`src/rtl/regfile_pkg.sv`:
```
// regfile_pkg: shared register-file constants for the MIPS pipeline
package regfile_pkg;
    localparam int unsigned REG_NUM      = 32;
    localparam int unsigned REG_NUM_LOG2 = 5;
    localparam int unsigned REG_W        = 32;
    localparam logic        WRITE_ENABLE = 1'b1;
    localparam logic        READ_ENABLE  = 1'b1;
endpackage

```
`src/rtl/regfile_rport.sv`:
```
// regfile_rport: combinational read-port mux with optional same-cycle write bypass
module regfile_rport
    import regfile_pkg::*;
#(
    parameter int unsigned ADDR_W = REG_NUM_LOG2,
    parameter int unsigned DATA_W = REG_W,
    parameter bit          BYPASS = 1'b1
) (
    input  logic              rst,
    input  logic              re,
    input  logic [ADDR_W-1:0] raddr,
    input  logic              we,
    input  logic [ADDR_W-1:0] waddr,
    input  logic [DATA_W-1:0] wdata,
    input  logic [DATA_W-1:0] arr_data,
    output logic [DATA_W-1:0] rdata
);
    logic hit;
    always_comb begin
        // compare uses only the address so it runs in parallel with wdata
        hit   = BYPASS && (we == WRITE_ENABLE) && (waddr == raddr);
        rdata = (!rst || re != READ_ENABLE || raddr == '0) ? '0 :
                hit ? wdata : arr_data;
    end
endmodule

```
`src/rtl/regfile.sv`:
```
// regfile: 32x32 MIPS register file, $0 hardwired, two bypassed read ports plus debug port
module regfile
    import regfile_pkg::*;
#(
    parameter int unsigned NREG   = REG_NUM,
    parameter int unsigned ADDR_W = REG_NUM_LOG2,
    parameter int unsigned DATA_W = REG_W
) (
    input  logic              clk,
    input  logic              rst,
    input  logic              we,
    input  logic [ADDR_W-1:0] waddr,
    input  logic [DATA_W-1:0] wdata,
    input  logic              re1,
    input  logic [ADDR_W-1:0] raddr1,
    output logic [DATA_W-1:0] rdata1,
    input  logic              re2,
    input  logic [ADDR_W-1:0] raddr2,
    output logic [DATA_W-1:0] rdata2,
    input  logic [ADDR_W-1:0] dbg_addr,
    output logic [DATA_W-1:0] dbg_data
);
    logic [DATA_W-1:0] regs_q [NREG];
    logic [DATA_W-1:0] regs_d [NREG];

    always_comb begin
        regs_d = regs_q;
        if (we == WRITE_ENABLE && waddr != '0) regs_d[waddr] = wdata;
        regs_d[0] = '0;
    end

    always_ff @(posedge clk or negedge rst) begin
        if (!rst) regs_q <= '{default: '0};
        else regs_q <= regs_d;
    end

    regfile_rport #(.ADDR_W(ADDR_W), .DATA_W(DATA_W), .BYPASS(1'b1)) u_rp1 (
        .rst(rst), .re(re1), .raddr(raddr1), .we(we), .waddr(waddr),
        .wdata(wdata), .arr_data(regs_q[raddr1]), .rdata(rdata1)
    );

    regfile_rport #(.ADDR_W(ADDR_W), .DATA_W(DATA_W), .BYPASS(1'b1)) u_rp2 (
        .rst(rst), .re(re2), .raddr(raddr2), .we(we), .waddr(waddr),
        .wdata(wdata), .arr_data(regs_q[raddr2]), .rdata(rdata2)
    );

    // debug view shows committed state only
    regfile_rport #(.ADDR_W(ADDR_W), .DATA_W(DATA_W), .BYPASS(1'b0)) u_dbg (
        .rst(rst), .re(1'b1), .raddr(dbg_addr), .we(we), .waddr(waddr),
        .wdata(wdata), .arr_data(regs_q[dbg_addr]), .rdata(dbg_data)
    );
endmodule

```
`config.mk`:
```
export PLATFORM = sky130hd
export DESIGN_NAME = regfile
export DESIGN_NICKNAME = d
export VERILOG_FILES = /design/src/rtl/regfile_pkg.sv /design/src/rtl/regfile_rport.sv /design/src/rtl/regfile.sv
export SDC_FILE = /design/constraint.sdc
export NUM_CORES = 2
export LEC_CHECK = 0
export BUFFER_PORTS_ARGS = -buffer_cell sky130_fd_sc_hd__buf_2
export CORE_MARGIN = 2
export CORE_UTILIZATION = 40
export CTS_CLUSTER_SIZE = 16
export DETAILED_ROUTE_END_ITERATION = 12
export GPL_ROUTABILITY_DRIVEN = 0
export SLEW_MARGIN = 20
export SYNTH_ARGS = -nofsm -noshare
export SYNTH_HDL_FRONTEND = slang
export SYNTH_SLANG_ARGS = --single-unit
export TNS_END_PERCENT = 10
```
`constraint.sdc`:
```
create_clock -name clk -period 2.1 [get_ports clk]
set_clock_uncertainty 0.1 [all_clocks]
set_input_delay 0.105 -clock clk [delete_from_list [all_inputs] [get_ports clk]]
set_output_delay 0.105 -clock clk [all_outputs]
set_load 0.05 [all_outputs]
```
After elaboration in Yosys (flattened, before gate mapping)
Index checks and enable logic that the tools add are counted.

Word-level logic and storage cells: 75. Bits of input ports: 57. Register bits: 992. Output and inout port bits: 96.

Bitwise logic cells: 6. Multiplexer cells: 17. Reductions and logical operators: 14. $lt $le $gt $ge: 5. Equality and inequality tests: 2.

Operator list (number): $bwmux 1024 (1); $bmux 32 s5 (3); $mux 32 (12); $demux 32 s5 (1); $ge 6x6->1 const B (4); $not 5->6 (4); $logic_not 5->1 (3); $eq 5x5->1 (2); $lt 6x1->1 const B (1); $logic_or 1x1->1 (5); $reduce_bool 5->1 (1); $logic_and 1x1->1 (4); $not 1->1 (2); $logic_not 1->1 (1).

Logic depth before layout (Yosys ltp)
Depth after elaboration: 6. Gate-level depth with buffers: 9. Mapped depth without buffers: 5.

Cells and area by module
A second synthesis with hierarchy kept.

Cell total of the unflattened synthesis: 4610. Area, all modules: 63059.2 sq um.

By module, submodules not included: regfile (sequential area each 24823.8 sq um, times used 1, area each 61250.0 sq um, cells an instance 4286); regfile_rport (u_rp1 ...) (sequential area each 0.0 sq um, times used 2, area each 690.7 sq um, cells an instance 123); regfile_rport (u_dbg) (sequential area each 0.0 sq um, times used 1, area each 427.9 sq um, cells an instance 78).

Worst setup path after synthesis
OpenSTA, ideal clock, no wires.

Path kind: input port to output port. Start: in raddr1[0]. End: out rdata1[12]. Data arrival time: 2.836 ns. Cell stages on the path: 9. Path slack: -0.941 ns. Path buffers: 5. Data required time: 1.895 ns. Cell sequence: buf_4 -> buf_6 -> buf_4 -> buf_4 -> buf_2 -> a221oi_1 -> nor3_1 -> nor3_1 -> o41ai_1.

Word-level cells in the longest chain between the ends: 6. Elaborated cells on any way between the ends: 10. Those cells by class: 1 x eq/ne; 5 x mux; 1 x bitwise; 3 x reduce/logical.

Ends and longest elaborated chain: start, declared (RTL line regfile.sv:15) `input logic [ADDR_W-1:0] raddr1,`; $not 5->6 (not written as such) (RTL line regfile.sv:39) `.wdata(wdata), .arr_data(regs_q[raddr1]), .rdata(rdata1)`; $bmux 32 s5 (RTL line regfile.sv:39); $mux 32 (not written as such) (2 in a row) (RTL line regfile.sv:39); $mux 32 (RTL line regfile_rport.sv:23) `hit ? wdata : arr_data;`; $mux 32 (*) (RTL line regfile_rport.sv:22) `rdata = (!rst || re != READ_ENABLE || raddr == '0) ? '0 :`; end, declared (RTL line regfile.sv:16) `output logic [DATA_W-1:0] rdata1,`.

Every way passes the cells marked *; elsewhere a longest branch is shown, timed or not. The select of a mux whose other input is x is not followed.

Worst setup path in the final report
Start: reg regs_q[272] in the netlist's numbering. End: out rdata1[16].

Word-level cells in the longest chain between the ends: 5.

Ends and longest elaborated chain: start, declared (RTL line regfile.sv:23) `logic [DATA_W-1:0] regs_q [NREG];`; start signal, assigned (RTL line regfile.sv:34) `else regs_q <= regs_d;`; $bmux 32 s5 (RTL line regfile.sv:39); $mux 32 (not written as such) (2 in a row) (RTL line regfile.sv:39); $mux 32 (RTL line regfile_rport.sv:23); $mux 32 (RTL line regfile_rport.sv:22).

No other way between the ends. The select of a mux whose other input is x is not followed.

==> Implementation_results.wiki <==
{| class="wikitable"
! Metric !! Value
|-
| Status || finished with violations
|-
| Violations in the final reports || negative setup slack
|-
| Root buffer cell || clkbuf_16
|-
| Startpoint of the lowest-slack register-to-register path || regs_q[3]
|-
| Met1 Usage GRT || 0.432
|-
| Maximum number of pins on one net before global-route repair || 140
|-
| Max VDD drop || 726 µV
|-
| Rows || 144
|-
| Final total power || 67800 µW
|-
| Met2 Use GR || 0.464
|-
| GRT Overall Usage || 0.322
|-
| PortBufs || 152
|-
| Min Tclk post-route || 2.98 ns
|-
| Number of synthesized flops with an enable pin || 0
|-
| Cell-by-cell listing of the critical path || mux4_2, a32o_2, a21oi_2, o2111ai_2, a22o_4, buf_12
|-
| Setup Crit Path Kind || reg -> out
|-
| Worst-Margin Slew || 1.10 ns
|-
| Routed WL per cell || 35.5 µm
|-
| Post-Route Utilization || 0.515
|-
| Height of the die || 398 µm
|-
| Timing-limited maximum frequency || 0.335 GHz
|-
| Initial antenna violation count || 20
|-
| Die X-Extent || 398 µm
|-
| Largest Register || regs_q
|-
| Worst reg-to-reg path cell count || 4
|-
| Timing startpoint of the critical path || regs_q[272]
|-
| Regs by FF count || regs_q: 992 flops
|-
| Crit path max-delay cell type || mux4_2
|-
| Number of buffers between clock root and the deepest sink || 3
|-
| Netlist area before placement || 62100 µm²
|-
| Proportion of layout cells with a drive suffix above 1 || 0.635
|-
| Count of distinct cell types in the synthesized netlist || 64
|-
| Flip-flop count of the largest register after layout || 992
|-
| Aggregate routed wire length || 256000 µm
|-
| Clock latency reported for the late side of the worst-skew pair || 0.76 ns
|-
| Static leakage || 0.0337 µW
|-
| Area leader, netlist || dfrtp_1
|-
| Drt via density || 6.71
|-
| Seq/Total Area, Yosys || 0.400
|-
| Layout Area Growth over Synthesis || 27.7%
|-
| Unrepaired setup endpoints after global routing || yes
|-
| Synth Warn # || 0
|-
| Grt total ovfl || 0
|-
| Met3 usage || 0.106
|-
| CTS tree || built
|-
| Hold violation total from the final report || 0
|-
| FFs w/ async S/R, synth || 1.00
|-
| Iteration-0 DRC Markers || 6074
|-
| Number of setup violations in the final report || 96
|-
| Detailed placer's ending HPWL || 174000 µm
|-
| Overall via count from detail_route || 48391
|-
| First-pass GRT wire length || 365000 µm
|-
| Synth Net Count || 4434
|-
| Relative slew slack || 0.266
|-
| Register-to-Register Setup Slack || 0.87 ns
|-
| Pwr Density || 854 nW/µm²
|-
| Boundary Pins || 153
|-
| Main area contributors after synthesis || dfrtp_1, mux4_2, mux2_2, mux2i_1, buf_2
|-
| Data arrival time at the worst-slack endpoint || 2.78 ns
|-
| Crit-path max FO || 3
|-
| Final-report max-slew violation count || 0
|-
| CP startpoint kind || flop
|-
| Starting Density || 0.403
|-
| Synthesis-stage register bit count || 992
|-
| Via count of the first global-routing pass || 48651
|-
| TritonCTS buffer count || 112
|-
| Clk pin slew, worst setup/hold paths || 0.07 ns
|-
| Antenna viol nets, final || 0
|-
| Critical path's largest stage delay || 0.51 ns
|-
| Crit Reg-Reg Endpoint || regs_q[3]
|-
| Final critical-path setup slack || -0.881 ns
|-
| CTS sink cnt || 992
|-
| Crit share post-route || 1.42
|-
| Top-area cell type share of the netlist area || 0.400
|-
| Max capacitance violation total || 0
|-
| DRC errors left || 0
|-
| Mean cell area of the mapped netlist || 14.2 µm²
|-
| Worst hold path class || in -> async
|-
| Final layout net count || 5120
|-
| Post-Synthesis Cells || 4377
|-
| Number of iterations in the first detailed-routing pass || 6
|-
| Critical path capture point type || output pin
|-
| Data required time at the worst endpoint || 1.89 ns
|-
| Area of the placeable core || 154000 µm²
|-
| H-tree lvl count || 3
|-
| Total die area || 158000 µm²
|-
| Post-synth top flop || dfrtp_1
|-
| Highest-utilization routing layer at the global route stage || met2
|}
-- synth_stat cells (all sizes together) (5+ instances only) --
master      n
a2111oi     7
a211oi     20
a21oi      78
a221oi     45
a22o       48
a22oi      62
a311oi      7
a31oi       6
a32o       15
a41oi      19
and2        5
and3       11
buf       294
clkbuf    196
dfrtp     992
mux2     1195
mux2i     149
mux4      640
nand2     157
nand2b      6
nand3      27
nand3b      7
nor2      102
nor2b      26
nor3       29
nor3b       7
o211ai     12
o21ai      53
o221ai      9
o22ai      65
o2bb2ai     5
o311ai     24
o41ai       7
xnor2       6
-- final cells by class --
class                   count  area (µm²)
diodes                      6        15.0
clock buffers             155        3160
clock inverters            56         811
fillers                 12877       74900
inverters                   5        18.8
multi-input cells        2890       36500
flip-flops and latches    992       24800
well taps                2044        2560
repair buffers           1062       11500
-- what timing repair did --
action / in CTS / in global routing
pin swaps: 73 / 36
hold buffers: 35 / 0
resized for setup: 233 / 65
cloned: 0 / 0
buffers inserted: 6 / 17
endpoints found under the setup margin: 96 / 96
hold endpoints to repair: 1417 / 0
-- worst max-delay path, delay by kind of cell, from the launching register on --
family          cells  cell delay, ns
compound gates      4            0.92
buf+inv             1            0.16
flops               1            0.41
mux                 1            0.51
-- how the worst max path moves through the flow --
stage	cells after the start	slack (ns)	end
after detailed placement	10	-0.79	rdata1[15]
after global placement	10	-0.77	rdata1[15]
final	6	-0.88	rdata1[16]
after CTS	5	-0.90	dbg_data[3]
after global routing	6	-0.92	rdata1[16]
after floorplan	9	-0.34	rdata2[27]
-- kinds of logic (layout without fill, tap and decap cells) --
logic type | Yosys count | in the layout | synth area share
other | 0 | 6 | 0
muxes | 1984 | 1984 | 0.473
xor gates and xnor gates | 10 | 10 | 0.00141
DFF | 992 | 992 | 0.400
and+or+nand+nor | 396 | 396 | 0.0290
AOI/OAI and AO/OA | 500 | 500 | 0.0584
buffers and inverters | 495 | 1278 | 0.0391
-- layout by cell type (no fill, tap or decap), drive strengths merged, types with 53 or more instances in the layout --
cell,count
a21oi,78
a22oi,62
buf,1025
clkbuf,157
dfrtp,992
mux2,1195
mux2i,149
mux4,640
nand2,157
nor2,102
o21ai,53
o22ai,65
-- power breakdown --
| group | leakage [µW] | total, µW | switching, µW | internal [µW] |
|---|---|---|---|---|
| logic | 0.0191 | 19700 | 8180 | 11500 |
| clock network | 0.00194 | 21600 | 8840 | 12700 |
| registers | 0.0127 | 26500 | 3630 | 22900 |
| total | 0.0337 | 67800 | 20700 | 47200 |
-- through the flow --
stage                     setup TNS [ns]  std cells  area, µm²  setup WS [ns]  hold slack [ns]
after detailed placement          -59.13       6943      73500         -0.788           0.0145
after floorplan                   -12.49       4377      62200         -0.339           -0.291
final                             -63.48       7210      79400         -0.881           0.0363
after global routing              -67.64       7208      79300         -0.922           0.0395
after CTS                         -65.94       7189      78900         -0.901          0.00261
after global placement            -91.43       6943      73500         -0.767           0.0158
-- routing by layer --
metal | vias to the layer above | share of wire
li1 | 18803 | -
met1 | 25667 | 0.39
met2 | 3131 | 0.43
met3 | 762 | 0.12
met4 | 28 | 0.058
met5 | - | 0.00068
Power figures use the tool's default switching activity.
